### src/rtl/sha3_feeder_pkg.sv
// Shared types and constants for the SHA3 Avalon-MM feeder.
// Holds the FSM state enum, the control-word bit layout, default slave
// word offsets, and a helper that assembles a control-register write.
package sha3_feeder_pkg;

    typedef enum logic [2:0] {
        ST_IDLE,
        ST_INIT,
        ST_DATA,
        ST_FINAL,
        ST_RD,
        ST_OUT
    } state_t;

    localparam int unsigned INIT_BIT  = 3;
    localparam int unsigned BYTES_LSB = 1;
    localparam int unsigned FINAL_BIT = 0;

    localparam logic [7:0]  DEF_ADDR_DATA    = 8'h00;
    localparam logic [7:0]  DEF_ADDR_CTRL    = 8'h01;
    localparam logic [7:0]  DEF_ADDR_DIGEST  = 8'h10;
    localparam int unsigned DEF_DIGEST_WORDS = 8;

    // Control word: init, valid bytes of the last word, finalize; all else zero.
    function automatic logic [31:0] ctrl_word(input logic init, input logic [1:0] bytes,
                                              input logic fin);
        logic [31:0] w;
        w                 = '0;
        w[INIT_BIT]       = init;
        w[BYTES_LSB +: 2] = bytes;
        w[FINAL_BIT]      = fin;
        return w;
    endfunction

endpackage

### src/rtl/avmm_master_port.sv
// Avalon-MM master request registers.
// Ports:
//   clk, reset                  clock, synchronous active-high reset
//   issue, issue_read,          load a new request at the next edge; caller only
//   issue_addr, issue_wdata     issues when the port is free or completing
//   done_c                      current request completes at this edge
//   rd_data                     readdata captured from the last completed read
//   avm_*                       Avalon-MM master signals
module avmm_master_port (
    input  logic        clk,
    input  logic        reset,
    input  logic        issue,
    input  logic        issue_read,
    input  logic [7:0]  issue_addr,
    input  logic [31:0] issue_wdata,
    output logic        done_c,
    output logic [31:0] rd_data,
    output logic [7:0]  avm_address,
    output logic        avm_read,
    output logic        avm_write,
    output logic [31:0] avm_writedata,
    input  logic [31:0] avm_readdata,
    input  logic        avm_waitrequest
);

    assign done_c = (avm_read || avm_write) && !avm_waitrequest;

    // Request registers only move when idle or on completion, so they hold under waitrequest.
    always_ff @(posedge clk) begin
        if (reset) begin
            avm_address   <= '0;
            avm_read      <= 1'b0;
            avm_write     <= 1'b0;
            avm_writedata <= '0;
            rd_data       <= '0;
        end else begin
            if (done_c && avm_read) begin
                rd_data <= avm_readdata;
            end
            if (issue) begin
                avm_read    <= issue_read;
                avm_write   <= !issue_read;
                avm_address <= issue_addr;
                if (!issue_read) begin
                    avm_writedata <= issue_wdata;
                end
            end else if (done_c) begin
                avm_read  <= 1'b0;
                avm_write <= 1'b0;
            end
        end
    end

endmodule

### src/rtl/sha3_avmm_feeder.sv
// Feeds a message stream into the SHA3 Avalon slave and streams the digest back.
// Ports:
//   clk, reset                          clock, synchronous active-high reset
//   in_valid/in_ready/in_data/in_last/in_bytes   message word stream
//   avm_*                               Avalon-MM master to the SHA3 slave
//   out_valid/out_ready/out_data/out_last        digest word stream
//   busy                                high whenever the FSM is not idle
module sha3_avmm_feeder
    import sha3_feeder_pkg::*;
#(
    parameter logic [7:0]  ADDR_DATA    = DEF_ADDR_DATA,
    parameter logic [7:0]  ADDR_CTRL    = DEF_ADDR_CTRL,
    parameter logic [7:0]  ADDR_DIGEST  = DEF_ADDR_DIGEST,
    parameter int unsigned DIGEST_WORDS = DEF_DIGEST_WORDS
) (
    input  logic        clk,
    input  logic        reset,
    input  logic        in_valid,
    output logic        in_ready,
    input  logic [31:0] in_data,
    input  logic        in_last,
    input  logic [1:0]  in_bytes,
    output logic [7:0]  avm_address,
    output logic        avm_read,
    output logic        avm_write,
    output logic [31:0] avm_writedata,
    input  logic [31:0] avm_readdata,
    input  logic        avm_waitrequest,
    output logic        out_valid,
    input  logic        out_ready,
    output logic [31:0] out_data,
    output logic        out_last,
    output logic        busy
);

    localparam int unsigned   IDX_W    = (DIGEST_WORDS > 1) ? $clog2(DIGEST_WORDS) : 1;
    localparam logic [IDX_W-1:0] IDX_LAST = IDX_W'(DIGEST_WORDS - 1);

    state_t            state;
    logic [IDX_W-1:0]  idx;
    logic              last_q;
    logic [1:0]        bytes_q;

    logic              done_c;
    logic              accept_c;
    logic              issue_c;
    logic              issue_read_c;
    logic [7:0]        issue_addr_c;
    logic [31:0]       issue_wdata_c;

    // Stop taking words once the last one is in; otherwise accept when the bus slot frees.
    assign in_ready = (state == ST_DATA) && !last_q && (!avm_write || !avm_waitrequest);
    assign accept_c = in_valid && in_ready;

    // Next bus request, issued on the same edge as the state change that needs it.
    always_comb begin
        issue_c       = 1'b0;
        issue_read_c  = 1'b0;
        issue_addr_c  = ADDR_CTRL;
        issue_wdata_c = '0;
        case (state)
            ST_IDLE: begin
                if (in_valid) begin
                    issue_c       = 1'b1;
                    issue_wdata_c = ctrl_word(1'b1, 2'b00, 1'b0);
                end
            end
            ST_DATA: begin
                if (accept_c) begin
                    issue_c       = 1'b1;
                    issue_addr_c  = ADDR_DATA;
                    issue_wdata_c = in_data;
                end else if (done_c && last_q) begin
                    issue_c       = 1'b1;
                    issue_wdata_c = ctrl_word(1'b0, bytes_q, 1'b1);
                end
            end
            ST_FINAL: begin
                if (done_c) begin
                    issue_c      = 1'b1;
                    issue_read_c = 1'b1;
                    issue_addr_c = ADDR_DIGEST;
                end
            end
            ST_OUT: begin
                if (out_ready && idx != IDX_LAST) begin
                    issue_c      = 1'b1;
                    issue_read_c = 1'b1;
                    issue_addr_c = ADDR_DIGEST + 8'(idx) + 8'd1;
                end
            end
            default: ;
        endcase
    end

    // Sequencing FSM with registered stream-side outputs.
    always_ff @(posedge clk) begin
        if (reset) begin
            state     <= ST_IDLE;
            idx       <= '0;
            last_q    <= 1'b0;
            bytes_q   <= 2'b00;
            out_valid <= 1'b0;
            out_last  <= 1'b0;
            busy      <= 1'b0;
        end else begin
            case (state)
                ST_IDLE: begin
                    if (in_valid) begin
                        state  <= ST_INIT;
                        busy   <= 1'b1;
                        last_q <= 1'b0;
                        idx    <= '0;
                    end
                end
                ST_INIT: begin
                    if (done_c) begin
                        state <= ST_DATA;
                    end
                end
                ST_DATA: begin
                    if (accept_c) begin
                        last_q  <= in_last;
                        bytes_q <= in_last ? in_bytes : 2'b00;
                    end else if (done_c && last_q) begin
                        state <= ST_FINAL;
                    end
                end
                ST_FINAL: begin
                    if (done_c) begin
                        idx   <= '0;
                        state <= ST_RD;
                    end
                end
                ST_RD: begin
                    if (done_c) begin
                        state     <= ST_OUT;
                        out_valid <= 1'b1;
                        out_last  <= (idx == IDX_LAST);
                    end
                end
                ST_OUT: begin
                    if (out_ready) begin
                        out_valid <= 1'b0;
                        out_last  <= 1'b0;
                        if (idx == IDX_LAST) begin
                            state <= ST_IDLE;
                            busy  <= 1'b0;
                        end else begin
                            idx   <= IDX_W'(idx + 1'b1);
                            state <= ST_RD;
                        end
                    end
                end
                default: begin
                    state <= ST_IDLE;
                    busy  <= 1'b0;
                end
            endcase
        end
    end

    avmm_master_port u_port (
        .clk             (clk),
        .reset           (reset),
        .issue           (issue_c),
        .issue_read      (issue_read_c),
        .issue_addr      (issue_addr_c),
        .issue_wdata     (issue_wdata_c),
        .done_c          (done_c),
        .rd_data         (out_data),
        .avm_address     (avm_address),
        .avm_read        (avm_read),
        .avm_write       (avm_write),
        .avm_writedata   (avm_writedata),
        .avm_readdata    (avm_readdata),
        .avm_waitrequest (avm_waitrequest)
    );

endmodule

### config.mk
export PLATFORM = sky130hd
export DESIGN_NAME = sha3_avmm_feeder
export DESIGN_NICKNAME = d
export VERILOG_FILES = /design/src/rtl/sha3_feeder_pkg.sv /design/src/rtl/avmm_master_port.sv /design/src/rtl/sha3_avmm_feeder.sv
export SDC_FILE = /design/constraint.sdc
export NUM_CORES = 1
export LEC_CHECK = 0
export CAP_MARGIN = 20
export CORE_MARGIN = 2
export CORE_UTILIZATION = 37
export DETAILED_ROUTE_END_ITERATION = 10
export PLACE_DENSITY = 0.78
export SKIP_CTS_REPAIR_TIMING = 1
export SLEW_MARGIN = 20
export SYNTH_ARGS = -nofsm -noshare
export SYNTH_HDL_FRONTEND = slang
export SYNTH_SLANG_ARGS = --single-unit
### constraint.sdc
create_clock -name clk -period 1.44 [get_ports clk]
set_input_delay 0.144 -clock clk [delete_from_list [all_inputs] [get_ports clk]]
set_output_delay 0.144 -clock clk [all_outputs]
set_load 0.1 [all_outputs]
Yosys cells after proc, flatten, opt, wreduce, memory -nomap -nowiden
Index checks and enable logic that the tools add are counted.
Widths: inputs -> output; s select.
{"block": "classes", "add_sub_neg": 3, "eq_ne": 17, "n_mux": 45, "bitwise": 2, "n_reduce_logical": 26}
{"operator": "$pmux 32 s2", "n": 1}
{"operator": "$mux 3", "n": 13}
{"operator": "$mux 32", "n": 1}
{"operator": "$pmux 7 s3", "n": 1}
{"operator": "$ne 2x2->1 const B", "n": 9}
{"operator": "$pmux 3 s6", "n": 1}
{"operator": "$mux 1", "n": 17}
{"operator": "$eq 3x3->1 const B", "n": 3}
{"operator": "$pmux 3 s3", "n": 1}
{"operator": "$pmux 1 s2", "n": 4}
{"operator": "$add 6x1->7 const B", "n": 1}
{"operator": "$logic_and 1x1->1", "n": 7}
{"operator": "$mux 7", "n": 1}
{"operator": "$reduce_and 7->1", "n": 1}
{"operator": "$add 5x3->6 const A", "n": 1}
{"operator": "$eq 3x2->1 const B", "n": 2}
{"operator": "$reduce_and 3->1", "n": 2}
{"operator": "$reduce_bool 2->1", "n": 3}
{"operator": "$mux 5", "n": 1}
{"operator": "$reduce_and 5->1", "n": 1}
{"operator": "$logic_not 1->1", "n": 4}
{"operator": "$mux 4", "n": 1}
{"operator": "$pmux 1 s4", "n": 1}
{"operator": "$reduce_and 2->1", "n": 2}
{"operator": "other kinds (12)", "n": 14}
{"block": "word_totals", "ff_bits": 86, "in_bits": 72, "output_inout_bits": 78, "word_cells": 105}

Logic depth before layout (Yosys ltp)
Gate-level depths: netlist of run 1.
{"block": "logic_depth", "depth_word": 7, "ltp_mapped": 7, "ltp_nobuf": 6}

Cells and area by module
A second synthesis of run 1 with hierarchy kept.
{"block": "unflattened", "hier_cells": 457, "area_unflattened_um2": 4291.6}
{"mod": "avmm_master_port", "instances": 1, "cells_each": 326, "area_per_inst_um2": 3269.4, "seq_area_each_um2": 1481.4}
{"mod": "sha3_avmm_feeder", "instances": 1, "cells_each": 131, "area_per_inst_um2": 1022.2, "seq_area_each_um2": 240.2}

Least setup slack after synthesis of run 1
Ideal clock, no wire load.
{"block": "synth_timing", "path_type": "reg2reg", "start": "register u_port.avm_write", "end": "register u_port.avm_writedata[3]", "setup_ns": 0.119, "t_arrival_ns": 2.069, "required_ns": 1.321, "path_slack_ns": -0.748, "path_stages_with_launch": 5, "n_path_buf": 0, "period_less_slack_ns": 2.188, "cell_sequence": "dfxtp_1 > a21oi_2 > and2_1 > a21oi_1 > o2bb2ai_1"}
{"block": "synth_between", "elab_chain_len": 7, "elab_cells_between_ends": 16, "cone_classes": "7 x mux; 1 x bitwise; 8 x reduce/logical"}
{"element": "from (decl)", "line_no": "avmm_master_port.sv:20", "text": "output logic avm_write,"}
{"element": "from (signal assigned)", "line_no": "avmm_master_port.sv:42", "text": "avm_write <= !issue_read;"}
{"element": "$logic_not 1->1 *", "line_no": "sha3_avmm_feeder.sv:52", "text": "assign in_ready = (state == ST_DATA) && !last_q && (!avm_write || !avm_waitrequest);"}
{"element": "$logic_or 1x1->1 *", "line_no": "sha3_avmm_feeder.sv:52"}
{"element": "$logic_and 1x1->1 *", "line_no": "sha3_avmm_feeder.sv:52"}
{"element": "named net in_ready", "line_no": "sha3_avmm_feeder.sv:19", "text": "output logic in_ready,"}
{"element": "$logic_and 1x1->1 *", "line_no": "sha3_avmm_feeder.sv:53", "text": "assign accept_c = in_valid && in_ready;"}
{"element": "$mux 1", "line_no": "sha3_avmm_feeder.sv:69", "text": "if (accept_c) begin"}
{"element": "$pmux 1 s4", "line_no": "sha3_avmm_feeder.sv:61", "text": "case (state)"}
{"element": "$reduce_and 2->1 (no source line)"}
{"element": "to (signal assigned)", "line_no": "avmm_master_port.sv:45", "text": "avm_writedata <= issue_wdata;"}
{"element": "to (decl)", "line_no": "avmm_master_port.sv:21", "text": "output logic [31:0] avm_writedata,"}
Mark *: on every way through the listed nets, which the timed path passes. The rest lies on a longest branch.
A chain may end at the register's enable or synchronous reset.

Worst setup path in the final report of run 1
{"block": "layout_timing", "start": "register state[2]", "end": "output port in_ready"}
{"block": "layout_between", "elab_chain_len": 3}
{"element": "from (decl)", "line_no": "sha3_avmm_feeder.sv:39", "text": "state_t state;"}
{"element": "from (signal assigned)", "line_no": "sha3_avmm_feeder.sv:99", "text": "state <= ST_IDLE;"}
{"element": "from (signal assigned)", "line_no": "sha3_avmm_feeder.sv:110", "text": "state <= ST_INIT;"}
{"element": "from (signal assigned)", "line_no": "sha3_avmm_feeder.sv:118", "text": "state <= ST_DATA;"}
{"element": "$eq 3x2->1", "line_no": "sha3_avmm_feeder.sv:52"}
{"element": "$logic_and 1x1->1 (2 in a row)", "line_no": "sha3_avmm_feeder.sv:52"}
{"element": "to (decl)", "line_no": "sha3_avmm_feeder.sv:19"}
Every way passes these cells.

==> results of run 1 <==
==> power by group <==
| part | internal (uW) | switching (uW) | total (uW) |
|---|---|---|---|
| combinational | 444 | 506 | 950 |
| clock | 829 | 895 | 1720 |
| sequential | 2330 | 54.5 | 2390 |
==> cell usage in the layout (no fill, tap or decap), types with 3 or more instances in the layout <==
master	netlist	routed
a31oi_1	3	3
conb_1	1	3
o21ai_0	3	3
inv_6	0	3
dfxtp_1	83	76
clkinv_4	0	3
nand2_1	76	76
buf_4	6	34
nand3_1	7	6
buf_12	0	79
a22o_1	31	31
clkdlybuf4s50_1	0	70
nor2_1	4	3
dfxtp_2	0	3
nor3_1	4	3
and3_1	3	3
o2bb2ai_1	3	3
clkbuf_8	0	9
dfxtp_4	0	4
a32o_1	5	5
inv_1	4	4
a21oi_1	42	42
==> sequential cells by signal, indices dropped and copies added, names as in the netlist <==
name / cells
u_port.avm_address: 5
u_port.rd_data: 32
u_port.avm_read: 1
last_q: 1
state: 3
out_valid: 1
u_port.avm_writedata: 32
idx: 3
u_port.avm_write: 1
out_last: 1
busy: 1
bytes_q: 2
==> layer usage <==
layer,track usage,share of wire,vias up
li1,-,-,1524
met1,0.244,0.39,1508
met2,0.358,0.53,101
met3,0.0434,0.059,21
met4,0.0939,0.027,0
met5,0,0,-
==> kinds of logic (layout without fill, tap and decap cells) <==
| logic type | count (synthesis) | in the layout | share of synthesized area |
|---|---|---|---|
| fa+ha+maj | 2 | 2 | 0.00790 |
| simple gates | 111 | 111 | 0.162 |
| buf+inv | 33 | 206 | 0.0601 |
| flops | 83 | 83 | 0.525 |
| other cells | 1 | 3 | 0.00118 |
| compound gates | 106 | 106 | 0.244 |
==> path summary, 6_finish.rpt <==
check / start / to / slack, ps / depth (start not counted)
worst max-delay path: state[2]$_SDFFE_PP0P_ / in_ready / -170 / 4
worst min-delay path: reset / u_port.avm_writedata[0]$_SDFFE_PP0P_ / 190 / 2
worst max register to register: idx[1]$_SDFFE_PP0P_ / u_port.avm_address[2]$_SDFFE_PP0P_ / -140 / 6
worst min register to register: bytes_q[1]$_SDFFE_PP0P_ / bytes_q[1]$_SDFFE_PP0P_ / 480 / 2
==> critical path: cells and delay by family, from the launching register on <==
family | cells | cell delay [ps]
buffers and inverters | 2 | 330
flip-flops | 1 | 360
AND/OR/NAND/NOR | 2 | 420
==> Yosys cell counts, types with 2 or more instances <==
master     instances  area [um^2]
dfxtp_1           83         1660
nand2_1           76          285
a21oi_1           42          210
a22o_1            31          272
clkbuf_1           9         33.8
nand3_1            7         35.0
buf_4              6         45.0
a32o_1             5         50.1
buf_6              5         56.3
buf_1              4         15.0
inv_1              4         15.0
nor2_1             4         15.0
nor3_1             4         20.0
a31oi_1            3         18.8
and2_1             3         18.8
and3_1             3         18.8
o21ai_0            3         15.0
o2bb2ai_1          3         26.3
a211oi_1           2         15.0
a21o_1             2         15.0
a31o_1             2         17.5
buf_2              2         10.0
ha_1               2         25.0
inv_2              2         7.51
nand2b_1           2         12.5
==> metrics by stage <==
| step | worst slack, ps | util | hold slack, ps |
|---|---|---|---|
| 5_1_grt | -218 | 0.725 | 192 |
| 4_1_cts | -300 | 0.710 | 152 |
| 6_report | -168 | 0.725 | 194 |
| 2_1_floorplan | -116 | - | 261 |
| 3_3_place_gp | -239 | 0.685 | 450 |
| 3_5_place_dp | -295 | 0.685 | 461 |
==> layout make-up <==
| class | count | area (um^2) |
|---|---|---|
| inverter | 6 | 22.5 |
| fill | 587 | 2270 |
| tap | 105 | 131 |
| clock buffer | 9 | 124 |
| sequential | 83 | 1680 |
| multi-input combinational | 222 | 1400 |
| clock inverter | 7 | 82.6 |
| timing repair buffer | 184 | 2540 |
==> key figures, run 1 <==
Worst setup path
  • Crit path cell chain: nor3b_4, buf_4, and2_4, buf_12
  • Critical path required time: approximately 1300 ps
  • Critical path's slowest cell: dfxtp_4
  • Startpoint types: register
  • Crit Path Max Fanout: 5
  • Critical path's largest stage delay: 360 ps
  • CP Capture Type: primary output
  • WS Path Type: reg -> out
  • Critical path arrival: roughly 1500 ps

Synthesis
  • Yosys warns: 0
  • Unique masters post-synth: between 50 and 60
  • Post-synth ARST share: 0
  • Post-synthesis cell count: 336
  • Primary FF master, synth: dfxtp_1
  • Syn Area/Cell: 9.42 um^2
  • Number of enable flip-flop cells after synthesis: 0
  • Post-synthesis sequential area ratio: 0.525
  • Yosys reg bits: 83
  • Mapped cell area: 3170 um^2

Drt
  • Per-cell routed wire length: about 16 um
  • Initial DRC count: 109
  • Routed vias: 3154
  • DRT antenna net count: 0
  • Vias/cell: between 5 and 6
  • Total Routed Length: between 10000 and 15000 um
  • DRC viols: 0
  • Drt first pass iters: 4

Global route
  • Initial antenna violation count: 0
  • Largest net degree at the start of global routing: 33
  • Global-route wire length before repair: 14700 um
  • Vias in the first global route: approximately 3000
  • Total congestion overflow: 0
  • Total Routing Usage GR: 0.206

Clocking
  • Clock Latency Late Sink: 360 ps
  • CTS tree: built
  • H-tree Lvls: 3
  • Clk pin slew, worst setup/hold paths: approximately 80 ps
  • Max clock buf depth: 2
  • Clk sinks: 83
  • CTS Root Cell: clkbuf_8
  • TritonCTS Buffers: 9

Cells and area
  • Final cell count without fillers: a little over 600
  • Final instance area: between 5000 and 6000 um^2
  • Share of post-route cells with drive strength above 1: 0.311
  • Final antenna diode count: 0
  • Layout Nets: 580
  • Synthesis-to-layout area growth: 89.1%

Status
  • Failing checks: negative setup slack
  • Status: finished with violations

Floorplan
  • Die W: ~96 um
  • Core ar.: approximately 8300 um^2
  • Die height: slightly below 100 um
  • Die area: 9310 um^2
  • IO Pins: 150
  • Row cnt: 33
  • Initial core utilization: 0.383

STA
  • Final Hold Fails: 0
  • Worst Setup Slack, final: -168 ps
  • Final period util: 1.12
  • Final min period: approximately 1600 ps
  • Post-Route Setup TNS: -2790 ps
  • Clock Skew: 13.9 ps
  • Max Clk Rate: between 600 and 700 MHz
  • Final setup fails: 41
  • Slew Viols, Final: 0
  • RSZ-0062 raised after global routing: true

Worst hold path
  • Min-delay worst type: in -> reg

Placed design
  • Placed instance count: between 500 and 600
  • Final RePlAce weighted congestion: approximately 0.91
  • DPL Wire Length: approximately 7500 um
  • IO Port Bufs: about 150
  • Post-DP Area: roughly 5700 um^2

Job
  • Max_cap viols: 0

Power
  • Leakage: between 0.002 and 0.0025 uW
  • Peak supply drop: around 0.62 mV
  • Power Total: slightly above 5000 uW
  • PD cells: approximately 850 nW/um^2
Note: power is estimated with default switching activity, not from simulation.
==> inputs of run 2 (changes only) <==
--- a/config.mk
+++ b/config.mk
@@ -15,3 +15,4 @@
 export SYNTH_ARGS = -nofsm -noshare
 export SYNTH_HDL_FRONTEND = slang
 export SYNTH_SLANG_ARGS = --single-unit
+export TNS_END_PERCENT = 20
==> key figures, run 2 (synthesis gave the netlist of run 1 again) <==
Status
  • Failing checks: negative setup slack (unchanged)
  • Status: finished with violations (unchanged)

STA
  • Final setup fails: 17 (was 41)
  • Final Hold Fails: 0 (unchanged)
  • Clock Skew: 16.0 ps (was 13.9 ps)
  • Post-Route Setup TNS: -593 ps (was -2790 ps)
  • RSZ-0062 raised after global routing: true (unchanged)
  • Slew Viols, Final: 0 (unchanged)
  • Final min period: 1560 ps (was 1610 ps)
  • Final period util: 1.08 (was 1.12)
  • Max Clk Rate: 641 MHz (was 622 MHz)
  • Worst Setup Slack, final: -119 ps (was -168 ps)

Clocking
  • Clk sinks: 83 (unchanged)
  • CTS tree: built (unchanged)
  • TritonCTS Buffers: 9 (unchanged)
  • Max clock buf depth: 2 (unchanged)
  • H-tree Lvls: 3 (unchanged)
  • Clk pin slew, worst setup/hold paths: 90 ps (was 80 ps)
  • Clock Latency Late Sink: 350 ps (was 360 ps)
  • CTS Root Cell: clkbuf_8 (unchanged)

Power
  • PD cells: 813 nW/um^2 (was 846 nW/um^2)
  • Leakage: 0.00225 uW (was 0.00228 uW)
  • Peak supply drop: 0.498 mV (was 0.616 mV)

Worst setup path
  • Crit path to: in_ready (unchanged)
  • Critical path arrival: 1410 ps (was 1460 ps)
  • Startpoint types: register (unchanged)
  • CP Launch Point: state[2]$_SDFFE_PP0P_ (unchanged)
  • Critical path required time: 1300 ps (about the same)
  • Reg2reg setup slack: -90 ps (was -140 ps)
  • Reg2reg end: u_port.avm_address[2]$_SDFFE_PP0P_ (unchanged)
  • CP Capture Type: primary output (unchanged)
  • R2R cell count: 6 (unchanged)
  • Crit Path Max Fanout: 5 (unchanged)
  • R2r startpoint: idx[0]$_SDFFE_PP0P_ (was idx[1]$_SDFFE_PP0P_)
  • WS Path Type: reg -> out (unchanged)

Worst hold path
  • Min-delay worst type: in -> reg (unchanged)

Global route
  • Vias in the first global route: 2925 (was 2966)
  • Global-route wire length before repair: 14600 um (was 14700 um)
  • Initial antenna violation count: 0 (unchanged)
  • Total Routing Usage GR: 0.204 (was 0.206)
  • Total congestion overflow: 0 (unchanged)
  • Largest net degree at the start of global routing: 33 (unchanged)

Floorplan
  • Die W: 96.5 um (unchanged)
  • Die height: 96.5 um (unchanged)
  • Row cnt: 33 (unchanged)
  • Die area: 9310 um^2 (unchanged)
  • Core ar.: 8260 um^2 (unchanged)
  • IO Pins: 150 (unchanged)
  • Initial core utilization: 0.383 (unchanged)

Drt
  • Routed vias: 3122 (was 3154)
  • Initial DRC count: 107 (was 109)
  • Total Routed Length: 9550 um (was 10000 um)
  • DRT antenna net count: 0 (unchanged)
  • Vias/cell: 5.06 (was 5.12)
  • DRC viols: 0 (unchanged)
  • Drt first pass iters: 4 (unchanged)
  • Per-cell routed wire length: 15.5 um (was 16.3 um)

Placed design
  • IO Port Bufs: 146 (unchanged)
  • DPL Wire Length: 7280 um (was 7490 um)
  • Post-DP Area: 5660 um^2 (about the same)
  • Placed instance count: 596 (was 593)
  • Final RePlAce weighted congestion: 0.912 (was 0.910)

Job
  • Max_cap viols: 0 (unchanged)

Cells and area
  • Largest registers: u_port.avm_writedata (32), u_port.rd_data (32), u_port.avm_address (5) (unchanged)
  • Finished Core Util: 0.719 (was 0.725)
  • # fillers: 594 (was 587)
  • Commonest cells after routing, fill and taps aside: 78 x buf_12, 76 x nand2_1, 76 x dfxtp_1, 70 x clkdlybuf4s50_1, 42 x a21oi_1 (was 79 x buf_12, 76 x nand2_1, 76 x dfxtp_1, 70 x clkdlybuf4s50_1, 42 x a21oi_1)
  • Final antenna diode count: 0 (unchanged)
  • Synthesis-to-layout area growth: 87.5% (was 89.1%)
  • Final cell count without fillers: 617 (was 616)
  • Share of post-route cells with drive strength above 1: 0.309 (was 0.311)
  • Final instance area: 5940 um^2 (was 5980 um^2)
  • Leading cell type in the layout, fill and taps excluded: buf_12 (unchanged)
  • Layout Nets: 581 (was 580)
==> run 2: changes by cell type in the layout (fill, tap and decap cells not counted), sizes merged <==
cell / before / now
buf: 114 / 115
bufinv: 1 / 0
clkinvlp: 0 / 2
inv: 9 / 8
==> run 2: cell type report <==
type,instances,area [um^2],share of cell area
Timing Repair Buffer,185,2540,0.427
Sequential cell,83,1680,0.282
Multi-Input combinational cell,222,1390,0.235
Tap cell,105,131,0.0221
Clock buffer,9,124,0.0209
Clock inverter,7,51.3,0.00864
Inverter,6,22.5,0.00379
==> run 2: worst min-delay path by stage <==
| stage | start | to | slack (ps) | depth (start not counted) |
|---|---|---|---|---|
| after floorplan | in_data[0] | u_port.avm_writedata[0]$_SDFFE_PP0P_ | 260 | 1 |
| after global placement | bytes_q[1]$_SDFFE_PP0P_ | bytes_q[1]$_SDFFE_PP0P_ | 440 | 2 |
| after detailed placement | bytes_q[0]$_SDFFE_PP0P_ | bytes_q[0]$_SDFFE_PP0P_ | 450 | 2 |
| after CTS | reset | u_port.avm_write$_SDFFE_PP0P_ | 130 | 2 |
| after global routing | reset | u_port.avm_writedata[0]$_SDFFE_PP0P_ | 190 | 2 |
| final | reset | u_port.avm_write$_SDFFE_PP0P_ | 190 | 2 |
==> run 2: where the power goes <==
group | switching (uW) | internal [uW]
Sequential | 54.9 | 2330
Combinational | 493 | 444
Clock | 870 | 635
Total | 1420 | 3410
==> run 2: stage by stage <==
stage / setup WS (ps) / power (uW) / hold WS, ps
final: -119 / 4830 / 193
after detailed placement: -336 / 3350 / 452
after global placement: -378 / 3340 / 441
after floorplan: -116 / 2900 / 261
after CTS: -330 / 4860 / 131
after global routing: -178 / 5030 / 189
==> run 2: per-layer routing <==
metal,vias to the layer above,wire length (um),GRT usage
li1,1529,-,-
met3,6,433,0.0427
met2,74,5130,0.356
met1,1513,3890,0.254
met4,0,93,0.0563
met5,-,0,0
==> run 2: critical path, stage by stage (launching register included) <==
cell and delay, ps:
dfxtp_2 360, nor3b_4 250, buf_4 150, and2_4 150, buf_12 170
